$ cat config.mk
export PLATFORM = sky130hd
export DESIGN_NAME = counter_pattern_decoder_flat
export DESIGN_NICKNAME = d
export VERILOG_FILES = /design/src/rtl/counter_pattern_decoder_if.sv /design/src/rtl/counter_pattern_decoder.sv /design/src/flat_wrapper.sv
export SDC_FILE = /design/constraint.sdc
export NUM_CORES = 1
export LEC_CHECK = 0
export ABC_AREA = 0
export CAP_MARGIN = 20
export CORE_ASPECT_RATIO = 0.5
export CORE_MARGIN = 2
export CORE_UTILIZATION = 55
export CTS_BUF_LIST = sky130_fd_sc_hd__clkbuf_4
export CTS_CLUSTER_SIZE = 16
export DETAILED_ROUTE_END_ITERATION = 6
export HOLD_SLACK_MARGIN = 0.03
export PLACE_DENSITY_LB_ADDON = 0.25
export REMOVE_ABC_BUFFERS = 1
export SYNTH_ARGS = -nofsm -noshare
export SYNTH_HDL_FRONTEND = slang
export SYNTH_SLANG_ARGS = --single-unit
$ cat constraint.sdc
create_clock -name CLK -period 5.26 [get_ports CLK]
set_input_delay 1.578 -clock CLK [delete_from_list [all_inputs] [get_ports CLK]]
set_output_delay 1.578 -clock CLK [all_outputs]
set_load 0.005 [all_outputs]
$ cat src/rtl/counter_pattern_decoder_if.sv
// Pattern-sample bundle between the LED counters and the decoder.
// master drives samples; slave returns decoded status.
interface counter_pattern_decoder_if #(
    parameter int ERR_W = 8
);
    logic             Sample;
    logic             Complement;
    logic [3:0]       Ring_Q;
    logic [3:0]       John_Q;
    logic [1:0]       RingState;
    logic [2:0]       JohnState;
    logic             RingIllegal;
    logic             JohnIllegal;
    logic             RingSeqErr;
    logic             JohnSeqErr;
    logic             RingLock;
    logic             JohnLock;
    logic [ERR_W-1:0] ErrCount;

    modport master (
        output Sample, Complement, Ring_Q, John_Q,
        input  RingState, JohnState,
        input  RingIllegal, JohnIllegal,
        input  RingSeqErr, JohnSeqErr,
        input  RingLock, JohnLock, ErrCount
    );

    modport slave (
        input  Sample, Complement, Ring_Q, John_Q,
        output RingState, JohnState,
        output RingIllegal, JohnIllegal,
        output RingSeqErr, JohnSeqErr,
        output RingLock, JohnLock, ErrCount
    );
endinterface

$ cat src/rtl/counter_pattern_decoder.sv
// Ring/Johnson pattern checker: decode, sequence tracking,
// per-channel lock and a saturating error total.
module counter_pattern_decoder #(
    parameter int LOCK_COUNT = 4,
    parameter int ERR_W      = 8
) (
    input logic CLK,
    input logic Reset,
    counter_pattern_decoder_if.slave bus
);
    typedef enum logic {ACQ, TRACK} ch_t;

    localparam logic [3:0] LC = 4'(LOCK_COUNT);

    ch_t        r_st;
    ch_t        j_st;
    logic [3:0] r_run;
    logic [3:0] j_run;

    logic [3:0] rp;
    logic [3:0] jp;
    logic       r_ok;
    logic       j_ok;
    logic [1:0] r_code;
    logic [2:0] j_code;
    logic       r_adv;
    logic       j_adv;
    logic       r_rep;
    logic       j_rep;
    logic       r_err;
    logic       j_err;
    logic [1:0] err_inc;
    logic [ERR_W:0] err_sum;
    logic [ERR_W-1:0] err_next;

    always_comb begin
        rp = bus.Complement ? ~bus.Ring_Q : bus.Ring_Q;
        jp = bus.Complement ? ~bus.John_Q : bus.John_Q;
        r_ok = 1'b1;
        r_code = 2'd0;
        case (rp)
            4'b0001: r_code = 2'd0;
            4'b0010: r_code = 2'd1;
            4'b0100: r_code = 2'd2;
            4'b1000: r_code = 2'd3;
            default: r_ok = 1'b0;
        endcase
        j_ok = 1'b1;
        j_code = 3'd0;
        case (jp)
            4'b0000: j_code = 3'd0;
            4'b0001: j_code = 3'd1;
            4'b0011: j_code = 3'd2;
            4'b0111: j_code = 3'd3;
            4'b1111: j_code = 3'd4;
            4'b1110: j_code = 3'd5;
            4'b1100: j_code = 3'd6;
            4'b1000: j_code = 3'd7;
            default: j_ok = 1'b0;
        endcase
    end

    // Modular state widths make 3->0 and 7->0 natural advances.
    always_comb begin
        r_adv = r_ok && r_st == TRACK
             && r_code == bus.RingState + 2'd1;
        j_adv = j_ok && j_st == TRACK
             && j_code == bus.JohnState + 3'd1;
        r_rep = r_ok && r_st == TRACK
             && r_code == bus.RingState;
        j_rep = j_ok && j_st == TRACK
             && j_code == bus.JohnState;
        r_err = !r_ok || (r_st == TRACK && !r_adv && !r_rep);
        j_err = !j_ok || (j_st == TRACK && !j_adv && !j_rep);
        err_inc = bus.Sample
                ? ({1'b0, r_err} + {1'b0, j_err}) : 2'd0;
        err_sum = {1'b0, bus.ErrCount} + (ERR_W+1)'(err_inc);
        err_next = err_sum[ERR_W] ? '1 : err_sum[ERR_W-1:0];
    end

    always_ff @(posedge CLK) begin
        if (Reset) begin
            r_st            <= ACQ;
            j_st            <= ACQ;
            r_run           <= '0;
            j_run           <= '0;
            bus.RingState   <= '0;
            bus.JohnState   <= '0;
            bus.RingIllegal <= 1'b0;
            bus.JohnIllegal <= 1'b0;
            bus.RingSeqErr  <= 1'b0;
            bus.JohnSeqErr  <= 1'b0;
            bus.RingLock    <= 1'b0;
            bus.JohnLock    <= 1'b0;
            bus.ErrCount    <= '0;
        end else begin
            bus.RingIllegal <= 1'b0;
            bus.JohnIllegal <= 1'b0;
            bus.RingSeqErr  <= 1'b0;
            bus.JohnSeqErr  <= 1'b0;
            if (bus.Sample) begin
                bus.ErrCount <= err_next;
                case (r_st)
                    ACQ: begin
                        if (r_ok) begin
                            bus.RingState <= r_code;
                            r_run         <= '0;
                            r_st          <= TRACK;
                        end else begin
                            bus.RingIllegal <= 1'b1;
                        end
                    end
                    default: begin
                        if (!r_ok) begin
                            bus.RingIllegal <= 1'b1;
                            bus.RingLock    <= 1'b0;
                            r_run           <= '0;
                            r_st            <= ACQ;
                        end else if (r_adv) begin
                            bus.RingState <= r_code;
                            if (r_run != LC)
                                r_run <= r_run + 4'd1;
                            if (r_run >= LC - 4'd1)
                                bus.RingLock <= 1'b1;
                        end else if (!r_rep) begin
                            bus.RingSeqErr <= 1'b1;
                            bus.RingState  <= r_code;
                            bus.RingLock   <= 1'b0;
                            r_run          <= '0;
                        end
                    end
                endcase
                case (j_st)
                    ACQ: begin
                        if (j_ok) begin
                            bus.JohnState <= j_code;
                            j_run         <= '0;
                            j_st          <= TRACK;
                        end else begin
                            bus.JohnIllegal <= 1'b1;
                        end
                    end
                    default: begin
                        if (!j_ok) begin
                            bus.JohnIllegal <= 1'b1;
                            bus.JohnLock    <= 1'b0;
                            j_run           <= '0;
                            j_st            <= ACQ;
                        end else if (j_adv) begin
                            bus.JohnState <= j_code;
                            if (j_run != LC)
                                j_run <= j_run + 4'd1;
                            if (j_run >= LC - 4'd1)
                                bus.JohnLock <= 1'b1;
                        end else if (!j_rep) begin
                            bus.JohnSeqErr <= 1'b1;
                            bus.JohnState  <= j_code;
                            bus.JohnLock   <= 1'b0;
                            j_run          <= '0;
                        end
                    end
                endcase
            end
        end
    end
endmodule

$ cat src/flat_wrapper.sv
// flat-port wrapper written by rule: the top's interface ports become plain ports
module counter_pattern_decoder_flat 
#(
    parameter int LOCK_COUNT = 4,
    parameter int ERR_W      = 8
)
  (CLK, Reset, bus_Sample, bus_Complement, bus_Ring_Q, bus_John_Q, bus_RingState, bus_JohnState, bus_RingIllegal, bus_JohnIllegal, bus_RingSeqErr, bus_JohnSeqErr, bus_RingLock, bus_JohnLock, bus_ErrCount);
  counter_pattern_decoder_if #(.ERR_W(ERR_W)) bus_i ();
  input logic CLK;
  input logic Reset;
  input wire logic [$bits(bus_i.Sample)-1:0] bus_Sample;
  input wire logic [$bits(bus_i.Complement)-1:0] bus_Complement;
  input wire logic [$bits(bus_i.Ring_Q)-1:0] bus_Ring_Q;
  input wire logic [$bits(bus_i.John_Q)-1:0] bus_John_Q;
  output wire logic [$bits(bus_i.RingState)-1:0] bus_RingState;
  output wire logic [$bits(bus_i.JohnState)-1:0] bus_JohnState;
  output wire logic [$bits(bus_i.RingIllegal)-1:0] bus_RingIllegal;
  output wire logic [$bits(bus_i.JohnIllegal)-1:0] bus_JohnIllegal;
  output wire logic [$bits(bus_i.RingSeqErr)-1:0] bus_RingSeqErr;
  output wire logic [$bits(bus_i.JohnSeqErr)-1:0] bus_JohnSeqErr;
  output wire logic [$bits(bus_i.RingLock)-1:0] bus_RingLock;
  output wire logic [$bits(bus_i.JohnLock)-1:0] bus_JohnLock;
  output wire logic [$bits(bus_i.ErrCount)-1:0] bus_ErrCount;
  assign bus_i.Sample = bus_Sample;
  assign bus_i.Complement = bus_Complement;
  assign bus_i.Ring_Q = bus_Ring_Q;
  assign bus_i.John_Q = bus_John_Q;
  assign bus_RingState = bus_i.RingState;
  assign bus_JohnState = bus_i.JohnState;
  assign bus_RingIllegal = bus_i.RingIllegal;
  assign bus_JohnIllegal = bus_i.JohnIllegal;
  assign bus_RingSeqErr = bus_i.RingSeqErr;
  assign bus_JohnSeqErr = bus_i.JohnSeqErr;
  assign bus_RingLock = bus_i.RingLock;
  assign bus_JohnLock = bus_i.JohnLock;
  assign bus_ErrCount = bus_i.ErrCount;
  counter_pattern_decoder #(.LOCK_COUNT(LOCK_COUNT), .ERR_W(ERR_W)) u_core (.CLK(CLK), .Reset(Reset), .bus(bus_i));
endmodule
==> summary.txt <==
Global routing
  – Vias in the first global route: between 1500 and 2000
  – Total GRT Usage: 0.2382
  – Global-route wire length before repair: approximately 7000 um
  – Grt ovf: 0
  – Largest net degree at the start of global routing: 25
  – Antenna violations before repair: 0

Synth
  – Yosys cell types: 54
  – Cell taking the most area after synthesis: dfxtp_1
  – Largest cells by area after synthesis: dfxtp_1 (31%), ha_1 (5.4%), nand2_1 (5.0%)
  – Post-synth top cells: dfxtp_1 (29), nand2_1 (25), a21oi_1 (18), nor2_1 (18)
  – Synth warn: 0
  – Synth Instances: approximately 230
  – Top_reg_cell synth: dfxtp_1
  – Async SR Flop Fraction: 0
  – Number of flops mapped to enable cells by yosys: 0
  – Post-synthesis sequential area ratio: 0.3106
  – Synthesized area per cell: 8.092 um2
  – Top cell type's share of synthesized area: 0.3106
  – Count leader, synth: dfxtp_1
  – Syn Std Cell Area: 1869 um2
  – Flops & latches, synth: 29

Final layout
  – N_diodes: 0
  – Non-filler cells, final: 308
  – Synth-to-layout area growth: 22.36%
  – Nets@finish: 289
  – Filler Cell Count: between 200 and 300
  – Fraction of layout cells with a size suffix above 1: 0.07463

STA
  – Final Setup Violations: 0
  – Hold Vio Cnt, Final: 0
  – Fin crit share: 0.9476
  – Worst setup margin: approximately 280 ps
  – Pins over their slew limit: 0
  – Setup TNS: 0 ps
  – Max-slew headroom: 0.6990
  – Setup Skew: slightly below 5 ps
  – Slew @ Worst Pin: ~450 ps
  – WHS: 515.3 ps
  – Tmin final: 4984 ps
  – Fmax: 0.2006 GHz
  – RSZ-0062 raised after global routing: no

Clock network
  – Setup repair bufs after CTS: 0
  – CTS Sinks: 29
  – Root Buffer: clkbuf_4
  – Latest clock arrival within the worst-skew pair: 330 ps
  – Reg clk slew, reported paths: around 100 ps
  – TritonCTS buffer count: 5
  – CTS tree: built
  – H-tree depth: 2
  – CTS Buffer Depth: 2

Worst hold path
  – WHS Path Cells: 2
  – HP Class: reg -> reg

Place
  – HPWL Detailed: 3181 um
  – # port buffers: 30
  – Setup WS pre-CTS: -41.15 ps
  – Placer congestion estimate: 0.8221
  – Placed cell count: 301

Job
  – Max-cap viol count: 0

Drt
  – Initial DRC Count: 121
  – Pre-Repair DR Iteration Count: 5
  – DR vias/cell: 5.831
  – Post-Route WL: around 4400 um
  – Antenna viol nets, final: 0
  – Post-DR wirelength/cell: 14.13 um
  – DRC Markers: 0
  – Via count: 1796

Run status
  – Status: finished, final reports clean

Floorplanning
  – Die area: 3909 um2
  – Initial Util: 0.5995
  – # rows: 14
  – IO Count: 31
  – Floorplan core area: 3118 um2
  – Chip Width: between 80 and 90 um
  – Die Y: 45.23 um

Critical path
  – Critical Path Sink Type: flip-flop
  – R2R depth: 14
  – Crit Path Max Fanout: 11
  – Critical path class: in -> reg
  – Critical Path Start Type: input port
  – CP Data Required Time: 5520 ps
  – CP arrival: roughly 5200 ps

Power
  – Design Power: 0.0004683 W
  – Maximum vdd ir drop: 141.8 uV
  – Cell Pwr Density: between 200 and 250 nW/um2
  – Lkg Pwr: 0.9206 nW
[worst max-delay path, cell delays in order]
cell and delay, ps:
clkdlybuf4s50_1 580, or2_1 320, a22oi_1 270, xor2_1 220, nand2_1 120, nor3_4 180, nand3b_1 180, nand2_1 80
ha_1 260, and2_1 120, ha_1 160, inv_1 50, fa_1 380, nor2_1 130, and3_1 210, nand3_1 210
a21oi_1 210
[cell type report]
cell class,instances,area [um2],area share
Clock inverter,1,3.754,0.001641
Clock buffer,6,45.04,0.01969
Multi-Input combinational cell,182,1204,0.5263
Timing Repair Buffer,37,355.3,0.1554
Inverter,13,48.80,0.02133
Sequential cell,29,580.6,0.2538
Tap cell,40,50.05,0.02188
[flip-flops by register name, indices dropped and copies added, names as in the netlist]
| signal | count |
|---|---|
| u_core.bus.ErrCount | 8 |
| u_core.bus.JohnIllegal | 1 |
| u_core.bus.JohnLock | 1 |
| u_core.bus.JohnSeqErr | 1 |
| u_core.bus.JohnState | 3 |
| u_core.bus.RingIllegal | 1 |
| u_core.bus.RingLock | 1 |
| u_core.bus.RingSeqErr | 1 |
| u_core.bus.RingState | 2 |
| u_core.j_run | 4 |
| u_core.j_st | 1 |
| u_core.r_run | 4 |
| u_core.r_st | 1 |
[what timing repair did]
action,4_1_cts,5_1_grt
hold endpoints to repair,0,0
endpoints found under the setup margin,0,2
hold buffers,0,0
resized for setup,0,1
[through the flow]
step	instance area, um2	utilization
2_1_floorplan	1833	-
3_3_place_gp	2236	0.7171
3_5_place_dp	2236	0.7171
4_1_cts	2285	0.7327
5_1_grt	2287	0.7335
6_report	2287	0.7335
[cell usage in the layout, fill, tap and decap left out, types with 2 or more instances in the layout]
cell	n
a21boi_1	2
a21oi_1	18
a22oi_1	2
a311oi_1	2
a31oi_1	2
and2_1	3
and3_1	6
buf_4	7
clkbuf_4	6
clkdlybuf4s50_1	29
dfxtp_1	29
ha_1	8
inv_1	13
mux2i_1	7
nand2_1	25
nand2b_1	5
nand3_1	13
nor2_1	18
nor3_1	6
o21a_1	2
o21ai_0	8
o21ai_1	3
o22ai_1	3
o32ai_1	3
or2_1	2
or3_1	5
xnor2_1	6
xor2_1	7
[metal layers]
metal  vias up  share of wire  track usage
met5         -              0            0
met4         0          0.013      0.09688
met1       819           0.47       0.3033
li1        902              -            -
met2        67           0.45       0.3938
met3         8          0.064      0.06399
[final timing paths]
kind                                                       endpoint  slack [ps]                                  from
worst min register to register         u_core.r_run[3]$_SDFFE_PP0P_         520          u_core.r_run[3]$_SDFFE_PP0P_
worst max-delay path            u_core.bus.ErrCount[4]$_SDFFE_PP0P_         280                         bus_John_Q[2]
worst min-delay path                   u_core.r_run[3]$_SDFFE_PP0P_         520          u_core.r_run[3]$_SDFFE_PP0P_
worst max register to register  u_core.bus.ErrCount[4]$_SDFFE_PP0P_        1940  u_core.bus.JohnState[0]$_SDFFE_PP0P_
[logic make-up after synthesis]
kind of cell	synth area share
buffers and inverters	0.04551
AOI/OAI and AO/OA	0.2095
and+or+nand+nor	0.2597
adders and majority gates	0.06426
DFF	0.3106
xor gates and xnor gates	0.07296
muxes	0.03748
[power by group]
part / internal, W / switching (W) / leakage [nW]
sequential: 0.000225 / 0.00000643 / 0.235
clock: 0.0000536 / 0.0000823 / 0.0292
combinational: 0.0000477 / 0.0000532 / 0.656
total: 0.000326 / 0.000142 / 0.921
Power figures use the tool's default switching activity.
==> edit, RTL diff (config.mk and constraints unchanged) <==
`ERR_W` is set to 8 in 3 places; all go to 10.
--- a/src/rtl/counter_pattern_decoder_if.sv
+++ b/src/rtl/counter_pattern_decoder_if.sv
@@ -2,5 +2,5 @@
 // master drives samples; slave returns decoded status.
 interface counter_pattern_decoder_if #(
-    parameter int ERR_W = 8
+    parameter int ERR_W = 10
 );
     logic             Sample;
--- a/src/rtl/counter_pattern_decoder.sv
+++ b/src/rtl/counter_pattern_decoder.sv
@@ -3,5 +3,5 @@
 module counter_pattern_decoder #(
     parameter int LOCK_COUNT = 4,
-    parameter int ERR_W      = 8
+    parameter int ERR_W      = 10
 ) (
     input logic CLK,
--- a/src/flat_wrapper.sv
+++ b/src/flat_wrapper.sv
@@ -3,5 +3,5 @@
 #(
     parameter int LOCK_COUNT = 4,
-    parameter int ERR_W      = 8
+    parameter int ERR_W      = 10
 )
   (CLK, Reset, bus_Sample, bus_Complement, bus_Ring_Q, bus_John_Q, bus_RingState, bus_JohnState, bus_RingIllegal, bus_JohnIllegal, bus_RingSeqErr, bus_JohnSeqErr, bus_RingLock, bus_JohnLock, bus_ErrCount);
Interface: changed (resized bus_ErrCount); port bits go from 31 to 33. No check against the original RTL was run, so the function may have changed too.
==> edit against the original RTL <==
- total power grew 19%
- setup slack lost 0.080 ns
- sequential cell count grew 2
- clock power grew 39%
- synthesized area grew 11%
- final area grew 17%
- via count grew 14%
- routed wire length grew 21%
- critical endpoint is now u_core.bus.ErrCount[1]
- largest cell class unchanged
==> edit: results (changes against the original RTL) <==
Max IR drop VDD=0.1180 mV (-17%); reg2reg end=u_core.bus.ErrCount[1]; fraction of layout cells with a size suffix above 1=16.99% (+9.5 points); met1 usage=30.41% (+0.082 points); Async SR Flop Fraction=0% (unchanged); grt met3 use=7.717% (+1.3 points); Synth cell types=61 (+13%); Layout Cells excl Fill=357 (+16%); worst hold slack=0.5321 ns (+0.01672 ns); crit path DAT=5.34 ns (+0.10 ns); Comb group=122 µW (+21%); Worst R2R Path Depth=15 (+1); met1 WL=2363 µm (+16%); Seq. pwr=247 µW (+7%); biggest registers after layout=u_core.bus.ErrCount: 10 flops, u_core.j_run: 4 flops, u_core.r_run: 4 flops; met3 wire length=343 µm (+23%); critical-path maximum fanout=7 (-4); pin count of the biggest net entering global routing=18 (-28%); metal2 WL=2464 µm (+25%); routed vias/inst=5.714 (-2.0%); leakage=1.010 nW (+9.7%); Worst Hold End=u_core.bus.RingLock; register-to-register setup slack=1.56 ns (-0.38 ns); dpl hpwl=3900 µm (+23%); Area contributors post-synth=dfxtp_1, a21oi_1, ha_1; All-Layer GR Usage=26.03% (+2.2 points); first-pass GRT wire length=8618 µm (+21%); PortBufs=32 (+6.7%); initial DRC count=90 (-26%); fill count=269 (+7.6%); sequential element share of the synthesized area=29.83% (-1.2 points); met2 usage=48.44% (+9.1 points); Post-Route Skew=0.02559 ns (+0.02069 ns); outcome=finished clean; CP peak stage delay=0.51 ns (-0.07 ns); hold path start=u_core.bus.RingLock; relative slew slack=57.22% (-13 points); Post-Synthesis Cells=250 (+8.2%); WL final=5255 µm (+21%)
-- edit: cell count changes after synthesis, moves of 5 or more --
cell,unedited run,this run
nor3_1,6,15
mux2i_1,7,1
nand3_1,13,7
nand4_1,1,7
and3_1,6,1
nor2b_1,1,6
-- edit: area by class of cell --
class / count / area, µm² / area share, %
repair buffers: 59 / 523.0 / 19.51
flip-flops and latches: 31 / 620.6 / 23.15
well taps: 51 / 63.81 / 2.380
multi-input cells: 193 / 1341 / 50.02
inverters: 15 / 56.30 / 2.100
clock buffers: 5 / 37.54 / 1.400
clock inverters: 3 / 38.79 / 1.447
-- edit: worst max path at each step --
stage	start	to	slack [ns]	cells past startpoint
global route	bus_John_Q[0]	u_core.bus.ErrCount[5]	0.01	16
finish	bus_John_Q[3]	u_core.bus.ErrCount[1]	0.20	16
global placement	bus_John_Q[3]	u_core.bus.ErrCount[6]	0.04	17
detailed placement	bus_John_Q[3]	u_core.bus.ErrCount[5]	-0.11	16
floorplan	bus_John_Q[2]	u_core.bus.ErrCount[7]	0.59	14
CTS	bus_John_Q[3]	u_core.bus.ErrCount[5]	0.22	16
-- edit: cells by family (layout without fill, tap and decap cells) --
group                    after synthesis  in the layout  synth area share, %
multiplexers                           4              4                2.646
buffers and inverters                 26             82                5.712
AO/OA/AOI/OAI                         66             66                23.99
adder cells (fa/ha/maj)                9              9                5.773
AND/OR/NAND/NOR                      100            100                26.16
flip-flops                            31             31                29.83
XOR/XNOR                              14             14                5.893
-- edit: metrics by stage --
step	power (mW)	worst slack [ns]	instance area (µm²)
2_1_floorplan	0.3114	0.5946	2018
3_3_place_gp	0.3671	0.03858	2605
3_5_place_dp	0.3726	-0.1079	2605
4_1_cts	0.5602	0.2170	2681
5_1_grt	0.5842	0.01279	2681
6_report	0.5590	0.1957	2681
